==> config.mk <==
export PLATFORM = sky130hd
export DESIGN_NAME = lru_ctrl
export DESIGN_NICKNAME = d
export VERILOG_FILES = /design/src/rtl/lru_ctrl.sv
export SDC_FILE = /design/constraint.sdc
export NUM_CORES = 1
export LEC_CHECK = 0
export ABC_AREA = 0
export CORE_UTILIZATION = 41
export DETAILED_ROUTE_END_ITERATION = 8
export MAX_ROUTING_LAYER = met4
export PLACE_DENSITY = 0.75
export SETUP_SLACK_MARGIN = 0.2
export SYNTH_ARGS = -nofsm -noshare
export SYNTH_HDL_FRONTEND = slang
export SYNTH_SLANG_ARGS = --single-unit
==> constraint.sdc <==
create_clock -name clk -period 1.6 [get_ports clk]
set_input_delay 0.16 -clock clk [delete_from_list [all_inputs] [get_ports clk]]
set_output_delay 0.16 -clock clk [all_outputs]
set_load 0.05 [all_outputs]
==> src/rtl/lru_ctrl.sv <==
// lru_ctrl: sequencer and port arbiter for the 1-bit-per-set LRU table of the 2-way L1.
// Latency: victim_valid_o/victim_way_o one cycle after a lookup is accepted; table writes are same-cycle.
// Backpressure: req_ready_o drops while clearing or when an update claims the port. Optional macro LRU_FLUSH_EN adds flush_i.
module lru_ctrl #(
  parameter int INDEX_W = 8
) (
  input  logic               clk,
  input  logic               rst,
`ifdef LRU_FLUSH_EN
  input  logic               flush_i,
`endif
  output logic               init_done_o,
  input  logic               req_valid_i,
  input  logic [INDEX_W-1:0] req_index_i,
  output logic               req_ready_o,
  output logic               victim_valid_o,
  output logic               victim_way_o,
  input  logic               upd_valid_i,
  input  logic [INDEX_W-1:0] upd_index_i,
  input  logic               upd_way_i,
  output logic [INDEX_W-1:0] tbl_index_o,
  output logic               tbl_wr_en_o,
  output logic               tbl_wr_lru_o,
  input  logic               tbl_rd_lru_i
);

  typedef enum logic {
    INIT = 1'b0,
    RUN  = 1'b1
  } state_t;

  state_t             state;
  state_t             state_nxt;
  logic [INDEX_W-1:0] cnt;
  logic [INDEX_W-1:0] cnt_nxt;
  logic [INDEX_W-1:0] last_idx;
  logic               pending;
  logic               flush;

`ifdef LRU_FLUSH_EN
  assign flush = flush_i;
`else
  assign flush = 1'b0;
`endif

  // State, sweep counter, held table index and the lookup-in-flight flag.
  always_ff @(posedge clk) begin
    if (rst) begin
      state    <= INIT;
      cnt      <= '0;
      last_idx <= '0;
      pending  <= 1'b0;
    end else begin
      state    <= state_nxt;
      cnt      <= cnt_nxt;
      last_idx <= tbl_index_o;
      pending  <= req_valid_i & req_ready_o;
    end
  end

  // Next state: sweep every index once, then serve traffic until a flush re-clears the table.
  always_comb begin
    state_nxt = state;
    cnt_nxt   = cnt;
    case (state)
      INIT: begin
        // Counter wraps to 0 naturally after the last index.
        cnt_nxt = cnt + 1'b1;
        if (cnt == {INDEX_W{1'b1}}) begin
          state_nxt = RUN;
        end
      end
      RUN: begin
        cnt_nxt = '0;
      end
      default: begin
        state_nxt = INIT;
        cnt_nxt   = '0;
      end
    endcase
    if (flush) begin
      state_nxt = INIT;
      cnt_nxt   = '0;
    end
  end

  // Outputs: sweep writes in INIT; in RUN updates win the port, otherwise an accepted lookup reads it.
  always_comb begin
    init_done_o    = (state == RUN);
    req_ready_o    = init_done_o & ~upd_valid_i & ~flush;
    tbl_index_o    = last_idx;
    tbl_wr_en_o    = 1'b0;
    tbl_wr_lru_o   = 1'b0;
    if (state == INIT) begin
      tbl_index_o  = cnt;
      tbl_wr_en_o  = 1'b1;
    end else if (upd_valid_i) begin
      // Stored bit names the way that was not just used.
      tbl_index_o  = upd_index_i;
      tbl_wr_en_o  = 1'b1;
      tbl_wr_lru_o = ~upd_way_i;
    end else if (req_valid_i & req_ready_o) begin
      tbl_index_o  = req_index_i;
    end
    // The table read data lines up with the cycle after acceptance.
    victim_valid_o = pending;
    victim_way_o   = pending & tbl_rd_lru_i;
  end

endmodule

## Word level (Yosys, flattened, before mapping)

Cells that the tools add are included.

- Flip-flop bits (word level): 18

- Muxes and demuxes: 10
- Add/subtract/negate cells: 1
- Bitwise logic cells: 6
- Equality and inequality tests: 1

Operator list:

| cell | number |
|---|---|
| 2-to-1 mux 8 bit | 3 |
| one-hot mux 8 bit (2 select lines) | 1 |
| adder 8 x 1 -> 8 bit (second input constant) | 1 |
| == test 8 bit (second input constant) | 1 |
| 2-to-1 mux 1 bit | 6 |
| AND 1 bit | 3 |
| inverter 1 bit | 3 |

## Longest topological paths before layout

Gate-level depths: netlist of run 1.

- Depth after elaboration: 6
- Mapped depth: 4
- Mapped depth without buffers: 4

## Worst setup path before layout of run 1

No wires, ideal clock.

- Path kind: register -> output
- From: reg state, in the netlist init_done_o
- To: out tbl_wr_lru_o
- Data arrival time: 1834 ps
- Data required time: 1440 ps
- Slack: -394 ps
- Stages on the path, launching flop included: 4
- Path buffers: 1
- Cell sequence: dfxtp_1 -> and2_1 -> clkbuf_1 -> nor2b_1

- Longest elaborated chain between the ends: 1

RTL lines:

| item | RTL line | RTL |
|---|---|---|
| start, declared | 32 | `state_t state;` |
| start signal, assigned | 54 | `state <= state_nxt;` |
| 2-to-1 mux 1 bit | 94 | `if (state == INIT) begin` |
| end, declared | 23 | `output logic tbl_wr_lru_o,` |

No other way between the ends.

## Worst setup path in the final report of run 1

- From: in upd_valid_i
- To: out tbl_index_o[6]

- Longest elaborated chain between the ends: 6

RTL lines:

| item | RTL line | RTL |
|---|---|---|
| start, declared | 18 | `input logic upd_valid_i,` |
| inverter 1 bit | 90 | `req_ready_o = init_done_o & ~upd_valid_i & ~flush;` |
| AND 1 bit | 90 |  |
| AND 1 bit | 102 | `end else if (req_valid_i & req_ready_o) begin` |
| 2-to-1 mux 8 bit | 102 |  |
| 2-to-1 mux 8 bit * | 97 | `end else if (upd_valid_i) begin` |
| 2-to-1 mux 8 bit * | 94 |  |
| end, declared | 21 | `output logic [INDEX_W-1:0] tbl_index_o,` |

Every way passes the cells marked *; elsewhere a longest branch is shown, timed or not.

==> impl_summary.txt, run 1 <==
----------------------------------------------------
[GRT]
  Congestion Overflow GR ... 0
  Combined global-route utilization of all metal layers ... 21.7%
  Pin count of the biggest net entering global routing ... 12
  First-pass GRT wire length ... 3.82 mm
  Layer carrying the most global-route usage ... met2
  Antenna violations before repair ... 0
  Number of global-route vias before repair ... 831
  Met2 Resource Use GR ... 35.7%
  Met1 GRT Util ... 25.3%
  Met3 GRT Util ... 4.09%

[Routing]
  Detailed-route wire length ... 2.26 mm
  Initial detailed-routing violation count ... 12
  First-pass DRT Iterations ... 4
  Routed len/inst ... 14.3 um
  Post-DRT Antenna Nets ... 0
  Total number of vias ... 826
  Drt drc ... 0
  Via count normalized by instance count ... 5.23

[Synthesis]
  Average cell area after synthesis ... 9.72 um2
  Synthesized netlist net count ... 114
  Post-synthesis cell count ... 91
  Fraction of post-synthesis cell area in the top cell type by area ... 40.7%
  Largest cells by area after synthesis ... sky130_fd_sc_hd__dfxtp_1, sky130_fd_sc_hd__nor2b_1, sky130_fd_sc_hd__a221o_1, sky130_fd_sc_hd__mux2_1, sky130_fd_sc_hd__nor2_1
  Post-synthesis sequential area ratio ... 40.7%
  Count of flip-flops with a built-in enable after synthesis ... 0
  Top cell type by total area after synthesis ... sky130_fd_sc_hd__dfxtp_1
  Mapped Area ... 885 um2
  Number of synthesized register bits ... 18
  Total of warnings raised by yosys ... 0
  Share of flip-flops with an asynchronous set or reset ... 0%
  Post-synthesis cell type count ... 29
  Synth Flop Type ... sky130_fd_sc_hd__dfxtp_1

[Place]
  Routability-driven placement congestion ratio ... 0.738
  Post-place setup slack ... -0.217 ns
  IO buf count ... 35
  Placed instance area ... 1320 um2
  Number of placed cells counting well taps ... 153
  Half-perimeter wire length of the detailed placement result ... 1.60 mm

[STA]
  RSZ-0062 raised after global routing ... yes
  Setup violation total in the final timing report ... 1
  Period minus WS final ... 1.60 ns
  Worst max-slew margin expressed relative to the limit ... 82.5%
  Worst setup margin ... -0.00220 ns
  Number of hold violations in the final report ... 0
  Period utilization ... 100%
  Fmax ... 624 MHz
  Max-slew violation count ... 0
  Worst Tran Pin Value ... 0.261 ns
  Clock skew after layout ... 0.00292 ns

[Clocking]
  Clock tree from TritonCTS ... yes
  Post-CTS Hold Fix Bufs ... 0
  Max clock buf depth ... 2
  Worst-path clk slew ... 0.10 ns
  Clk_lat worst skew ... 0.30 ns
  Root buffer selected by CTS ... sky130_fd_sc_hd__clkbuf_4
  Number of buffers created by CTS ... 3
  Num Clock Sinks ... 18
  Number of H-tree levels ... 1

[Power]
  Sequential share of power ... 50.8%
  Internal power summed over all cells ... 0.692 mW
  Switching Share ... 24.7%
  Power share of the combinational group ... 17.5%
  Peak supply drop ... 427 uV
  Static leakage power ... 0.583 nW
  Overall power of the completed layout ... 0.919 mW
  Net Switching ... 0.227 mW
  Power density relative to cell area ... 641 nW/um2
  Clock power share ... 31.7%

[Final layout]
  Number of cells in the finished layout apart from fillers ... 158
  Most frequent standard cell in the layout excluding fill and tap cells ... sky130_fd_sc_hd__clkdlybuf4s50_1
  Area overhead of the layout relative to synthesis ... 62.1%
  Leading cell types in the layout, fill and taps excluded ... sky130_fd_sc_hd__clkdlybuf4s50_1, sky130_fd_sc_hd__dfxtp_1, sky130_fd_sc_hd__nor2b_1, sky130_fd_sc_hd__a221o_2
  Layout cells sized above 1 ... 31.3%
  Number of nets in the layout ... 155
  Core occupancy in the finished layout ... 71.6%
  Antenna diode count ... 0
  Post-route cell area ... 1430 um2

[Run status]
  Result of the run ... complete, but fails checks
  Failing checks ... negative setup slack

[Worst setup path]
  Setup crit end kind ... primary output
  Buffering stage count on the worst path with inverters included ... 3
  Biggest fanout along the worst timing path ... 5
  Worst Path Arrival ... 1.44 ns
  Max stage delay on crit path ... 0.49 ns
  Crit-path leading delay family ... buffers and inverters
  Critical path, cell by cell ... clkdlybuf4s50_1, buf_4, nor2b_4, a221o_4, buf_8
  CP Launch Type ... input port
  WP data required ... 1.44 ns
  Cell with the largest stage delay on the worst path ... sky130_fd_sc_hd__clkdlybuf4s50_1
  Type of the setup path with the least slack ... input port to primary output

[Job]
  Reported max-cap violation count ... 0

[Die]
  Area of the die ... 2350 um2
  Vertical die dimension ... 48.5 um
  Die Span X ... 48.5 um
  Starting utilization of the core area ... 44.2%
  Core ar. ... 2000 um2
  Top-level port count ... 36
  Num rows ... 16

[Min path]
  Hold WC Path Type ... input port to flip-flop

----------------------------------------------------
layout make-up:
cell class,instances,area (um2)
Tap cell,27,33.8
Sequential cell,18,364
Multi-Input combinational cell,66,536
Fill cell,166,568
Timing Repair Buffer,41,457
Inverter,2,7.51
Clock buffer,4,36.3
tightest hold or removal path, stage by stage:
cell	delay (ns)
sky130_fd_sc_hd__dlygate4sd2_1	0.27
sky130_fd_sc_hd__buf_6	0.13
sky130_fd_sc_hd__nor3b_1	0.13
registers in the layout, summed over array words and instances (netlist names):
register	flops
last_idx	8
victim_valid_o	1
init_done_o	1
cnt	8
kinds of logic (layout without fill, tap and decap cells):
logic type	after synthesis	in the layout	share of synthesized area (%)
and+or+nand+nor	39	40	25.9
DFF	18	18	40.7
AOI/OAI and AO/OA	14	14	14.0
muxes	8	8	10.6
buffers and inverters	8	47	4.38
xor gates and xnor gates	3	3	2.97
adders and majority gates	1	1	1.41
timing repair:
item | 4_1_cts | 5_1_grt
hold endpoints to repair | 0 | 0
buffers inserted | 0 | 0
setup endpoints to repair | 11 | 11
pin swaps | 0 | 0
gates resized for setup | 20 | 1
gates cloned | 1 | 0
through the flow:
stage | TNS [ns] | hold slack, ns
2_1_floorplan | 0 | 0.331
3_3_place_gp | -2.31 | 0.473
3_5_place_dp | -2.38 | 0.484
4_1_cts | -0.00668 | 0.401
5_1_grt | -0.168 | 0.435
6_report | -0.00220 | 0.422
worst paths after layout:
check / start / slack (ns) / cells after the start / endpoint
max: upd_valid_i / -0.002 / 5 / tbl_index_o[6]
min: req_valid_i / 0.42 / 3 / victim_valid_o
max reg2reg: cnt[0] / 0.34 / 4 / cnt[6]
min reg2reg: cnt[0] / 0.50 / 1 / cnt[0]
power by group through the flow:
stage / clock network [mW] / logic, mW / registers, mW
3_5_place_dp: 0 / 0.148 / 0.476
3_3_place_gp: 0 / 0.148 / 0.476
2_1_floorplan: 0 / 0.0740 / 0.474
4_1_cts: 0.299 / 0.162 / 0.466
6_report: 0.291 / 0.161 / 0.466
5_1_grt: 0.312 / 0.172 / 0.468
cells in the mapped netlist, types with 2 or more instances:
| cell | n |
|---|---|
| sky130_fd_sc_hd__a221o_1 | 8 |
| sky130_fd_sc_hd__nor2b_1 | 17 |
| sky130_fd_sc_hd__and2_1 | 3 |
| sky130_fd_sc_hd__inv_1 | 2 |
| sky130_fd_sc_hd__dfxtp_1 | 18 |
| sky130_fd_sc_hd__nand2_1 | 3 |
| sky130_fd_sc_hd__clkbuf_1 | 4 |
| sky130_fd_sc_hd__nor2_1 | 6 |
| sky130_fd_sc_hd__nand3_1 | 3 |
| sky130_fd_sc_hd__mux2_1 | 7 |
| sky130_fd_sc_hd__xor2_1 | 2 |
per-layer routing:
layer / share of wire (%) / wire, um / up-vias
li1: - / - / 402
met1: 45 / 1010 / 391
met2: 48 / 1080 / 28
met3: 5.4 / 122 / 5
met4: 2.1 / 48 / 0
met5: 0 / 0 / -
Power figures use the tool's default switching activity.
==> run 2: changes to the inputs <==
--- a/config.mk
+++ b/config.mk
@@ -7,6 +7,7 @@
 export LEC_CHECK = 0
 export ABC_AREA = 0
 export CORE_UTILIZATION = 41
+export CTS_CLUSTER_DIAMETER = 80
 export DETAILED_ROUTE_END_ITERATION = 8
 export MAX_ROUTING_LAYER = met4
 export PLACE_DENSITY = 0.75
@@ -14,3 +15,4 @@
 export SYNTH_ARGS = -nofsm -noshare
 export SYNTH_HDL_FRONTEND = slang
 export SYNTH_SLANG_ARGS = --single-unit
+export TNS_END_PERCENT = 10
==> impl_summary.txt, run 2 (synthesis gave the netlist of run 1 again) <==
----------------------------------------------------
[Clocking]
  Root buffer selected by CTS ... sky130_fd_sc_hd__clkbuf_4
  Number of buffers created by CTS ... 3
  Clk_lat worst skew ... 0.30 ns
  Worst-path clk slew ... 0.10 ns
  Max clock buf depth ... 2
  Post-CTS Hold Fix Bufs ... 0
  Number of H-tree levels ... 1
  Num Clock Sinks ... 18
  Clock tree from TritonCTS ... yes

[Worst setup path]
  Critical path, cell by cell ... nor2b_4, a221o_4, buf_8
  Max stage delay on crit path ... 0.44 ns
  Cell with the largest stage delay on the worst path ... sky130_fd_sc_hd__a221o_4
  Setup crit end kind ... primary output
  Worst Path Arrival ... 1.44 ns
  CP Launch Type ... flip-flop
  Type of the setup path with the least slack ... flip-flop to primary output
  Biggest fanout along the worst timing path ... 7
  WP data required ... 1.44 ns

[Routing]
  Post-DRT Antenna Nets ... 0
  Total number of vias ... 825
  Drt drc ... 0
  First-pass DRT Iterations ... 4
  Detailed-route wire length ... 2.25 mm
  Initial detailed-routing violation count ... 13
  Via count normalized by instance count ... 5.22
  Routed len/inst ... 14.2 um

[STA]
  RSZ-0062 raised after global routing ... yes
  Fmax ... 626 MHz
  Worst max-slew margin expressed relative to the limit ... 82.6%
  Max-slew violation count ... 0
  Worst Tran Pin Value ... 0.260 ns
  Tightest hold margin ... 0.425 ns
  Setup violation total in the final timing report ... 0
  Clock skew after layout ... 0.00279 ns
  Period utilization ... 99.8%
  Period minus WS final ... 1.60 ns
  Sum Neg Setup Slack ... 0 ns
  Number of hold violations in the final report ... 0

[GRT]
  Number of global-route vias before repair ... 832
  Congestion Overflow GR ... 0
  First-pass GRT wire length ... 3.82 mm
  Combined global-route utilization of all metal layers ... 21.7%
  Met1 GRT Util ... 25.7%
  Met3 GRT Util ... 3.77%
  Antenna violations before repair ... 0
  Pin count of the biggest net entering global routing ... 12
  Met2 Resource Use GR ... 35.4%
  Layer carrying the most global-route usage ... met2

[Run status]
  Result of the run ... finished, final reports clean

[Final layout]
  Leading cell types in the layout, fill and taps excluded ... sky130_fd_sc_hd__clkdlybuf4s50_1, sky130_fd_sc_hd__dfxtp_1, sky130_fd_sc_hd__nor2b_1, sky130_fd_sc_hd__mux2_1, sky130_fd_sc_hd__a221o_2
  Area overhead of the layout relative to synthesis ... 61.7%
  Top Registers ... cnt: 8 flops, last_idx: 8 flops
  Number of nets in the layout ... 155
  Number of cells in the finished layout apart from fillers ... 158
  Antenna diode count ... 0
  Core occupancy in the finished layout ... 71.4%
  Most frequent standard cell in the layout excluding fill and tap cells ... sky130_fd_sc_hd__clkdlybuf4s50_1
  Layout cells sized above 1 ... 30.5%

[Place]
  Number of placed cells counting well taps ... 153
  Routability-driven placement congestion ratio ... 0.738
  Half-perimeter wire length of the detailed placement result ... 1.60 mm
  IO buf count ... 35

[Power]
  Static leakage power ... 0.580 nW
  Overall power of the completed layout ... 0.916 mW
  Power density relative to cell area ... 641 nW/um2
  Peak supply drop ... 446 uV

[Die]
  Core ar. ... 2000 um2
  Area of the die ... 2350 um2
  Top-level port count ... 36
  Vertical die dimension ... 48.5 um
  Num rows ... 16
  Die Span X ... 48.5 um
  Starting utilization of the core area ... 44.2%

[Job]
  Reported max-cap violation count ... 0

[Min path]
  Hold WC Path Type ... input port to flip-flop

----------------------------------------------------
-- run 2: cell types whose count changed in the layout (fill, tap and decap cells not counted) --
cell                     before  now
sky130_fd_sc_hd__mux2_1       6    7
sky130_fd_sc_hd__mux2_4       2    1
-- run 2: metrics by stage --
stage | setup WS [ns] | cell area, um2
6_report | 0.00249 | 1430
5_1_grt | -0.0309 | 1430
4_1_cts | -0.00668 | 1430
3_5_place_dp | -0.217 | 1320
3_3_place_gp | -0.208 | 1320
2_1_floorplan | 0.124 | 945
-- run 2: metal layers --
metal  vias to the layer above  share of wire [%]
met5                         -                  0
met4                         0                2.1
met3                         5                5.1
met2                        28                 48
met1                       389                 45
li1                        403                  -
-- run 2: path summary, 6_finish.rpt --
kind,from,to,slack [ns],cells after the start
min,req_valid_i,victim_valid_o,0.42,3
max,init_done_o,tbl_index_o[6],0.002,3
min reg2reg,cnt[0],cnt[0],0.50,1
max reg2reg,cnt[0],cnt[6],0.34,4
-- run 2: layout make-up --
class,count,area (um2)
clock buffer,4,36.3
fill,163,572
multi-input combinational,66,532
sequential,18,364
tap,27,33.8
inverter,2,7.51
timing repair buffer,41,457
-- run 2: what timing repair did --
action,in CTS,in global routing
gates cloned,1,0
setup buffers,0,0
endpoints found under the setup margin,11,11
gates resized for setup,20,0
-- run 2: worst max-delay path, delay by kind of cell, from the launching register on --
family                 cells  cell delay, ns
AND/OR/NAND/NOR            1            0.15
AO/OA/AOI/OAI              1            0.44
buffers and inverters      1            0.16
flip-flops                 1            0.39
-- run 2: where the power goes --
group	switching (mW)	leakage, nW	total [mW]	internal, mW
combinational	0.0647	0.412	0.159	0.0943
sequential	0.00926	0.147	0.466	0.457
clock	0.152	0.0210	0.291	0.139
==> run 3: changes to the inputs <==
--- a/config.mk
+++ b/config.mk
@@ -9,6 +9,7 @@
 export CORE_UTILIZATION = 41
 export CTS_CLUSTER_DIAMETER = 80
 export DETAILED_ROUTE_END_ITERATION = 8
+export GPL_TIMING_DRIVEN = 0
 export MAX_ROUTING_LAYER = met4
 export PLACE_DENSITY = 0.75
 export SETUP_SLACK_MARGIN = 0.2
==> impl_summary.txt, run 3 (synthesis gave the netlist of run 1 again) <==
----------------------------------------------------
[Run status]
  Result of the run ... complete, but fails checks
  Failing checks ... negative setup slack

[Final layout]
  Antenna diode count ... 0
  Area overhead of the layout relative to synthesis ... 53.2%
  Core occupancy in the finished layout ... 67.7%
  Number of nets in the layout ... 153
  Multi-input combinational cell area ... 518 um2
  Most frequent standard cell in the layout excluding fill and tap cells ... sky130_fd_sc_hd__clkdlybuf4s50_1
  Layout cells sized above 1 ... 26.4%
  Top Registers ... cnt: 8 flops, last_idx: 8 flops
  Post-route cell area ... 1360 um2
  Filler cell count in the final layout ... 175
  Combined flip-flop and latch cell area ... 364 um2
  Leading cell types in the layout, fill and taps excluded ... sky130_fd_sc_hd__clkdlybuf4s50_1, sky130_fd_sc_hd__dfxtp_1, sky130_fd_sc_hd__nor2b_1, sky130_fd_sc_hd__buf_6

[STA]
  Tightest hold margin ... 0.151 ns
  RSZ-0062 raised after global routing ... yes
  Number of hold violations in the final report ... 0
  Clock skew after layout ... 0.00167 ns
  Period utilization ... 103%
  Max-slew violation count ... 0
  Worst Tran Pin Value ... 0.537 ns
  Setup violation total in the final timing report ... 8
  Period minus WS final ... 1.65 ns
  Worst setup margin ... -0.0453 ns
  Fmax ... 608 MHz
  Worst max-slew margin expressed relative to the limit ... 64.2%

[Min path]
  Hold WC Path Type ... input port to flip-flop

[Place]
  Routability-driven placement congestion ratio ... 0.703
  Half-perimeter wire length of the detailed placement result ... 1.58 mm
  Placed instance area ... 1320 um2
  IO buf count ... 34

[Clocking]
  Root buffer selected by CTS ... sky130_fd_sc_hd__clkbuf_4
  Number of H-tree levels ... 1
  Clk_lat worst skew ... 0.30 ns
  Max clock buf depth ... 2
  Clock tree from TritonCTS ... yes
  Buffer count from post-CTS setup fixing ... 0
  Worst-path clk slew ... 0.10 ns
  Number of buffers created by CTS ... 3
  Num Clock Sinks ... 18
  Post-CTS Hold Fix Bufs ... 0

[Routing]
  Drt drc ... 0
  Initial detailed-routing violation count ... 10
  Routed len/inst ... 13.4 um
  First-pass DRT Iterations ... 4
  Detailed-route wire length ... 2.09 mm
  Via count normalized by instance count ... 5.18
  Total number of vias ... 808
  Post-DRT Antenna Nets ... 0

[Die]
  Die Span X ... 48.5 um
  Starting utilization of the core area ... 44.2%
  Top-level port count ... 36
  Core ar. ... 2000 um2
  Vertical die dimension ... 48.5 um
  Num rows ... 16
  Area of the die ... 2350 um2

[Worst setup path]
  Setup crit end kind ... primary output
  Biggest fanout along the worst timing path ... 9
  WP data required ... 1.44 ns
  Worst Path Arrival ... 1.49 ns
  Type of the setup path with the least slack ... flip-flop to primary output
  CP Launch Type ... flip-flop

[Power]
  Overall power of the completed layout ... 0.857 mW
  Peak supply drop ... 437 uV
  Static leakage power ... 0.555 nW
  Power density relative to cell area ... 632 nW/um2

[GRT]
  Pin count of the biggest net entering global routing ... 11
  Congestion Overflow GR ... 0
  Number of global-route vias before repair ... 749
  Antenna violations before repair ... 0
  Combined global-route utilization of all metal layers ... 19.8%
  First-pass GRT wire length ... 3.50 mm

[Job]
  Reported max-cap violation count ... 0

----------------------------------------------------
[run 3: cell types whose count changed in the layout (fill, tap and decap cells not counted)]
cell / delta
sky130_fd_sc_hd__dlygate4sd2_1: +2
sky130_fd_sc_hd__buf_2: +1
sky130_fd_sc_hd__clkbuf_1: +3
sky130_fd_sc_hd__buf_6: +3
sky130_fd_sc_hd__buf_12: -2
sky130_fd_sc_hd__buf_4: -5
sky130_fd_sc_hd__clkdlybuf4s15_2: +1
sky130_fd_sc_hd__buf_8: -4
sky130_fd_sc_hd__clkdlybuf4s50_1: -1
sky130_fd_sc_hd__nor2b_4: -1
sky130_fd_sc_hd__clkbuf_4: +1
[run 3: stage by stage]
step                      worst slack, ns  TNS (ns)  std cells
after floorplan                     0.124         0         91
after global placement             -0.575     -5.60        152
after detailed placement           -0.597     -5.75        152
after CTS                         -0.0564    -0.353        156
after global routing              -0.0963    -0.700        156
final                             -0.0453    -0.291        156
[run 3: area by class of cell]
cell class / count / area share, %
clock buffer: 4 / 1.94
sequential: 18 / 26.9
buffer: 6 / 4.43
tap: 27 / 2.49
inverter: 2 / 0.554
multi-input combinational: 65 / 38.2
timing repair buffer: 34 / 25.5
[run 3: path summary, 6_finish.rpt]
check               from        endpoint  slack (ns)  cells past startpoint
max reg2reg  init_done_o     last_idx[4]        0.32                      4
max          init_done_o  tbl_index_o[5]       -0.05                      4
min          req_valid_i  victim_valid_o        0.15                      2
min reg2reg       cnt[0]          cnt[0]        0.50                      1
[run 3: where the power goes]
part           switching (mW)  leakage, nW  internal (mW)
combinational          0.0640        0.394         0.0852
clock                   0.145       0.0150         0.0971
sequential            0.00865        0.147          0.457
[run 3: layer usage]
layer | up-vias | share of wire (%) | global-route usage [%]
li1 | 397 | - | -
met1 | 381 | 46 | 23.7
met2 | 26 | 47 | 32.9
met3 | 4 | 5.4 | 3.14
met4 | 0 | 2.0 | 8.82
met5 | - | 0 | -
[run 3: what timing repair did]
item,in CTS,in global routing
endpoints found under the setup margin,14,11
gates resized for setup,83,0
pin swaps,1,0
[run 3: critical path: stages, from the launching register on]
cell and delay [ns]:
sky130_fd_sc_hd__dfxtp_4 0.37, sky130_fd_sc_hd__and2_4 0.13, sky130_fd_sc_hd__clkbuf_8 0.15, sky130_fd_sc_hd__a221o_2 0.38
sky130_fd_sc_hd__buf_6 0.16
==> edit 1, RTL diff (config.mk and constraints of run 3) <==
Change the parameter `INDEX_W` from 8 to 7.
--- a/src/rtl/lru_ctrl.sv
+++ b/src/rtl/lru_ctrl.sv
@@ -2,7 +2,7 @@
 // Latency: victim_valid_o/victim_way_o one cycle after a lookup is accepted; table writes are same-cycle.
 // Backpressure: req_ready_o drops while clearing or when an update claims the port. Optional macro LRU_FLUSH_EN adds flush_i.
 module lru_ctrl #(
-  parameter int INDEX_W = 8
+  parameter int INDEX_W = 7
 ) (
   input  logic               clk,
   input  logic               rst,
Ports: changed (resized req_index_i, tbl_index_o and upd_index_i); port bits go from 36 to 33. The function was not compared with the original's and may differ.
==> edit 1 against run 3 <==
The flow still finishes with violations (negative setup slack). Synthesized area shrank 13%. Die area down 12%. Wire length down 14%. Highest routed layer unchanged. Sequential cell count is 2 lower. Critical path type unchanged. First-iteration DRC count is 90% higher. Total power down 4.5%. Setup slack better by 0.017 ns. Final area down 11%. Critical path depth decreased by 1.
==> edit 1: results (changes against run 3) <==
Global routing
The total routing resource utilization after global routing came to 20.2% (was 19.8%). The number of global-route vias before repair came to 658 (was 749). The global-route wire length before repair was 2.86 mm (was 3.50 mm). The met1 routing resource usage after global routing is 24.6% (was 23.7%). The met3 track utilization from global routing is 3.60% (was 3.14%). The number of antenna violations at the first check in global routing was 0 (unchanged). The met2 usage is 32.5% (was 32.9%).

Placement
The post-placement cell count is 134 (was 152). The port buffer count is 31 (was 34). The post-DP HPWL is 1.41 mm (was 1.58 mm). The placed cell area is 1160 µm² (was 1320 µm²). The pre-CTS setup slack was -0.627 ns (was -0.597 ns).

The routability-driven placement congestion ratio is 0.724 (was 0.703).

Clock network
The latest clock arrival within the worst-skew pair is 0.28 ns (was 0.30 ns). The count of instances resized after the clock tree is built is 74 (was 83). The maximum clock insertion buffer count is 2 (unchanged).

Worst setup path
The top cell family by delay on the critical path is compound AO/OA/AOI/OAI gates (unchanged). The maximum fanout count along the critical path was 2 (was 9). The cell at the slowest stage of the critical path was sky130_fd_sc_hd__a221o_4 (was sky130_fd_sc_hd__a221o_2). The maximum single-stage delay on the critical path came to 0.44 ns (was 0.38 ns). The arrival time reported for the critical path endpoint came to 1.47 ns (was 1.49 ns).

Route
The total routed wire length on the met1 layer is 778 µm (was 958 µm). The met3 wirelength from detailed routing was 151 µm (was 113 µm). The routed wire length is 1.78 mm (was 2.09 mm). The detail-routed via count per cell is 5.04 (was 5.18). The uppermost layer routed is met4 (unchanged). The routed length per placed instance is 12.9 µm (was 13.4 µm). The wire length on met2 came to 840 µm (was 971 µm). The initial detailed-routing violation count is 19 (was 10).

Cells and area
Largest registers in the final layout: cnt (7), last_idx (7) (was cnt (8), last_idx (8)). The post-layout net count is 135 (was 153). The layout cell share with drive strength beyond 1 is 28.3% (was 26.4%).

Yosys
The share of the synthesized area in the top cell type is 41.6% (was 40.7%). The synthesized netlist net count is 99 (was 114). The sequential element share of the synthesized area was 41.6% (was 40.7%). The count of distinct cell types in the synthesized netlist is 25 (was 29). The post-synthesis cell count is 78 (was 91). Synth cell count leaders: sky130_fd_sc_hd__dfxtp_1, sky130_fd_sc_hd__nor2b_1, sky130_fd_sc_hd__a221o_1 (unchanged). Cells taking the most area after synthesis: sky130_fd_sc_hd__dfxtp_1, sky130_fd_sc_hd__nor2b_1, sky130_fd_sc_hd__a221o_1 (unchanged).

Power and ir drop
The total design power was 818 µW (was 857 µW). The highest ir drop seen on vdd is 0.492 mV (was 0.437 mV). The cell leakage power is 0.000514 µW (was 0.000555 µW).

The fraction of power spent switching nets is 23.6% (was 25.4%). The relative contribution of sequential cells to total power came to 50.6% (was 54.3%). The combinational-cell power consumption is 139 µW (was 149 µW).

Status
Violated checks: negative setup slack (unchanged). Outcome: complete, but fails checks (unchanged).

Timing
The final setup slack of the worst path came to -0.0279 ns (was -0.0453 ns). The worst clock skew is 0.000696 ns (was 0.00167 ns). The number of failing setup endpoints in the final timing report came to 7 (was 8). The worst hold slack across all endpoints was 0.164 ns (was 0.151 ns). The worst-margin pin slew is 0.535 ns (was 0.537 ns). The total negative slack for setup checks came to -0.147 ns (was -0.291 ns).
## edit 1: cells by family (layout without fill, tap and decap cells)
logic type	count (synthesis)	after routing	synth area share (%)
compound gates	10	10	11.5
xor+xnor	3	3	3.41
fa+ha+maj	1	1	1.62
buf+inv	6	41	4.06
flops	16	16	41.6
mux	8	8	12.0
simple gates	34	34	25.8
## edit 1: layout make-up
class                           instances  area [µm²]
Fill cell                             143         538
Multi-Input combinational cell         56         448
Sequential cell                        16         324
Timing Repair Buffer                   31         310
Buffer                                  5        53.8
Clock buffer                            4        36.3
Tap cell                               25        31.3
Inverter                                1        3.75
## edit 1: how the worst max path moves through the flow
stage | cells past startpoint | start | endpoint
6_report | 3 | last_idx[5] | tbl_index_o[5]
5_1_grt | 4 | init_done_o | tbl_index_o[0]
4_1_cts | 4 | init_done_o | tbl_index_o[4]
3_5_place_dp | 5 | upd_valid_i | tbl_index_o[0]
3_3_place_gp | 5 | upd_valid_i | tbl_index_o[4]
2_1_floorplan | 4 | init_done_o | last_idx[0]
==> edit 2, RTL diff (settings of run 3) <==
Made on the original files. Reset style: asynchronous (`rst`), changed in one clocked block.
--- a/src/rtl/lru_ctrl.sv
+++ b/src/rtl/lru_ctrl.sv
@@ -44,7 +44,7 @@
 `endif
 
   // State, sweep counter, held table index and the lookup-in-flight flag.
-  always_ff @(posedge clk) begin
+  always_ff @(posedge clk or posedge rst) begin
     if (rst) begin
       state    <= INIT;
       cnt      <= '0;
Behaviour: differs if rst is asserted again (counterexample within 4 cycles, from zero or initial values and one cycle with rst high); with rst held inactive, the same outputs for 10 cycles.
==> edit 2 against run 3 <==
Wire length grew 21%. Cell count grew 4.5%. Utilization grew 12 points. Sequential power shrank 2%. Synthesized area grew 1.8%. Sequential cell count is the same. Register-to-register slack gained 0.09 ns. Die area grew 1.8%. Critical path depth grew 1. Final area grew 18%. Setup slack gained 0.069 ns. Total power shrank 0.64%. Clock power grew 18%.
==> edit 2: results (changes against run 3) <==
Timing
The worst-margin pin slew was 0.681 ns (was 0.537 ns). The worst clock skew is 0.000511 ns (was 0.00167 ns).

Route
The initial detailed-routing violation count was 4 (was 10). The routed length per placed instance is 15.5 µm (was 13.4 µm). The routed wire length is 2.52 mm (was 2.09 mm).

The detail-routed via count per cell is 5.15 (was 5.18).

Yosys
Synth cell count leaders: sky130_fd_sc_hd__dfrtp_1, sky130_fd_sc_hd__o21ai_0, sky130_fd_sc_hd__nor2b_1 (was sky130_fd_sc_hd__dfxtp_1, sky130_fd_sc_hd__nor2b_1, sky130_fd_sc_hd__a221o_1). The post-synthesis area per instance was 9.48 µm² (was 9.72 µm²). The count of distinct cell types in the synthesized netlist is 24 (was 29).

The sequential element share of the synthesized area is 50.0% (was 40.7%). The dominant register cell in the synthesized netlist is sky130_fd_sc_hd__dfrtp_1 (was sky130_fd_sc_hd__dfxtp_1). The synthesized netlist net count is 118 (was 114).

Cells taking the most area after synthesis: sky130_fd_sc_hd__dfrtp_1, sky130_fd_sc_hd__o21ai_0, sky130_fd_sc_hd__a211oi_1 (was sky130_fd_sc_hd__dfxtp_1, sky130_fd_sc_hd__nor2b_1, sky130_fd_sc_hd__a221o_1). The netlist area before placement is 901 µm² (was 885 µm²). The fraction of synthesis flops using an asynchronous set or reset pin was 100% (was 0%).

Cells and area
The core utilization of the finished layout came to 79.2% (was 67.7%). The number of fill cells was 138 (was 175). Largest registers in the final layout: cnt (8), last_idx (8) (unchanged). The layout cell share with drive strength beyond 1 is 41.2% (was 26.4%).

Power and ir drop
The cell leakage power is 0.000660 µW (was 0.000555 µW). The fraction of power spent switching nets is 23.6% (was 25.4%). The highest ir drop seen on vdd was 0.584 mV (was 0.437 mV).

Clock network
The maximum clock insertion buffer count was 2 (unchanged).

Placement
The placed cell area is 1470 µm² (was 1320 µm²). The routability-driven placement congestion ratio came to 0.733 (was 0.703). The post-placement cell count is 156 (was 152). The post-DP HPWL is 1.73 mm (was 1.58 mm).

Worst setup path
The length in cells of the worst reg-to-reg path came to 3 (was 4). The end of the critical path is tbl_index_o[5] (unchanged). The worst flop-to-flop path endpoint was cnt[5] (was last_idx[4]). The arrival time reported for the critical path endpoint is 1.42 ns (was 1.49 ns). The worst reg2reg path startpoint is cnt[2] (was init_done_o). The maximum fanout count along the critical path is 10 (was 9).

The worst setup path startpoint was init_done_o (unchanged). The worst setup slack for register-to-register paths is 0.41 ns (was 0.32 ns).

Global routing
The number of antenna violations at the first check in global routing is 0 (unchanged). The global-route wire length before repair came to 3.95 mm (was 3.50 mm). The pin count of the biggest net entering global routing is 19 (was 11).

The number of global-route vias before repair came to 816 (was 749). The total routing resource utilization after global routing is 23.2% (was 19.8%).

Worst hold path
The path type of the worst min-delay path is in2async (was in2reg).

Status
Outcome: finished, final reports clean (was complete, but fails checks).
==> edit 2: cell count changes after synthesis, moves of 3 or more <==
cell                              run 3  this run
sky130_fd_sc_hd__clkbuf_1             4         1
sky130_fd_sc_hd__nor2b_1             17         9
sky130_fd_sc_hd__mux2_1               7         0
sky130_fd_sc_hd__dfxtp_1             18         0
sky130_fd_sc_hd__a221o_1              8         0
sky130_fd_sc_hd__o21ai_0              1        12
sky130_fd_sc_hd__dfrtp_1              0        18
sky130_fd_sc_hd__o22ai_1              0         5
sky130_fd_sc_hd__a211oi_1             0         8
sky130_fd_sc_hd__nand2b_1             0         3
sky130_fd_sc_hd__inv_1                2         8
==> edit 2: cells by family (layout without fill, tap and decap cells) <==
family          count (synthesis)  after routing  synth area share (%)
simple gates                   30             30                  18.3
compound gates                 29             29                  20.0
flops                          18             18                  50.0
buf+inv                        13             54                  6.25
xor+xnor                        3              3                  2.92
fa+ha+maj                       1              1                  1.39
mux                             1              1                  1.11
==> edit 2: power groups by stage <==
stage | Combinational [µW] | Sequential [µW] | Clock, µW
after global routing | 118 | 455 | 311
after CTS | 109 | 455 | 294
after global placement | 100 | 464 | 0
final | 111 | 455 | 286
after detailed placement | 101 | 464 | 0
after floorplan | 37.4 | 464 | 0
==> edit 2: layout make-up <==
type | count | share of cell area [%]
well taps | 27 | 2.11
multi-input cells | 64 | 36.9
clock buffers | 4 | 2.27
inverters | 8 | 2.11
repair buffers | 37 | 24.2
flip-flops and latches | 18 | 28.2
plain buffers | 5 | 4.22
==> edit 2: worst max-delay path, stage by stage (launching register included) <==
cell,delay [ns]
sky130_fd_sc_hd__dfrtp_2,0.38
sky130_fd_sc_hd__buf_8,0.13
sky130_fd_sc_hd__clkbuf_16,0.15
sky130_fd_sc_hd__o21ai_2,0.07
sky130_fd_sc_hd__o21ai_4,0.20
sky130_fd_sc_hd__buf_6,0.18
==> edit 2: per-layer routing <==
metal / GRT usage (%) / vias up / routed length (µm) / share of wire (%)
met5: - / - / 0 / 0
met4: 10.3 / 0 / 44 / 1.7
met3: 3.12 / 5 / 54 / 2.1
met2: 37.0 / 21 / 1270 / 50
met1: 29.3 / 395 / 1160 / 46
li1: - / 419 / - / -
==> edit 2: through the flow <==
stage	setup slack [ns]	hold slack [ns]	TNS [ns]	power [µW]
final	0.0238	0.247	0	851
after floorplan	0.141	0.0985	0	501
after CTS	-0.0179	0.274	-0.0352	858
after detailed placement	-0.896	0.534	-7.22	565
after global placement	-0.862	0.517	-6.87	564
after global routing	-0.0465	0.317	-0.0583	883
==> edit 2: what timing repair did <==
action	in CTS	in global routing
endpoints found under the setup margin	15	12
cloned	0	1
hold buffers	0	0
pin swaps	4	9
setup buffers	0	2
resized for setup	87	12
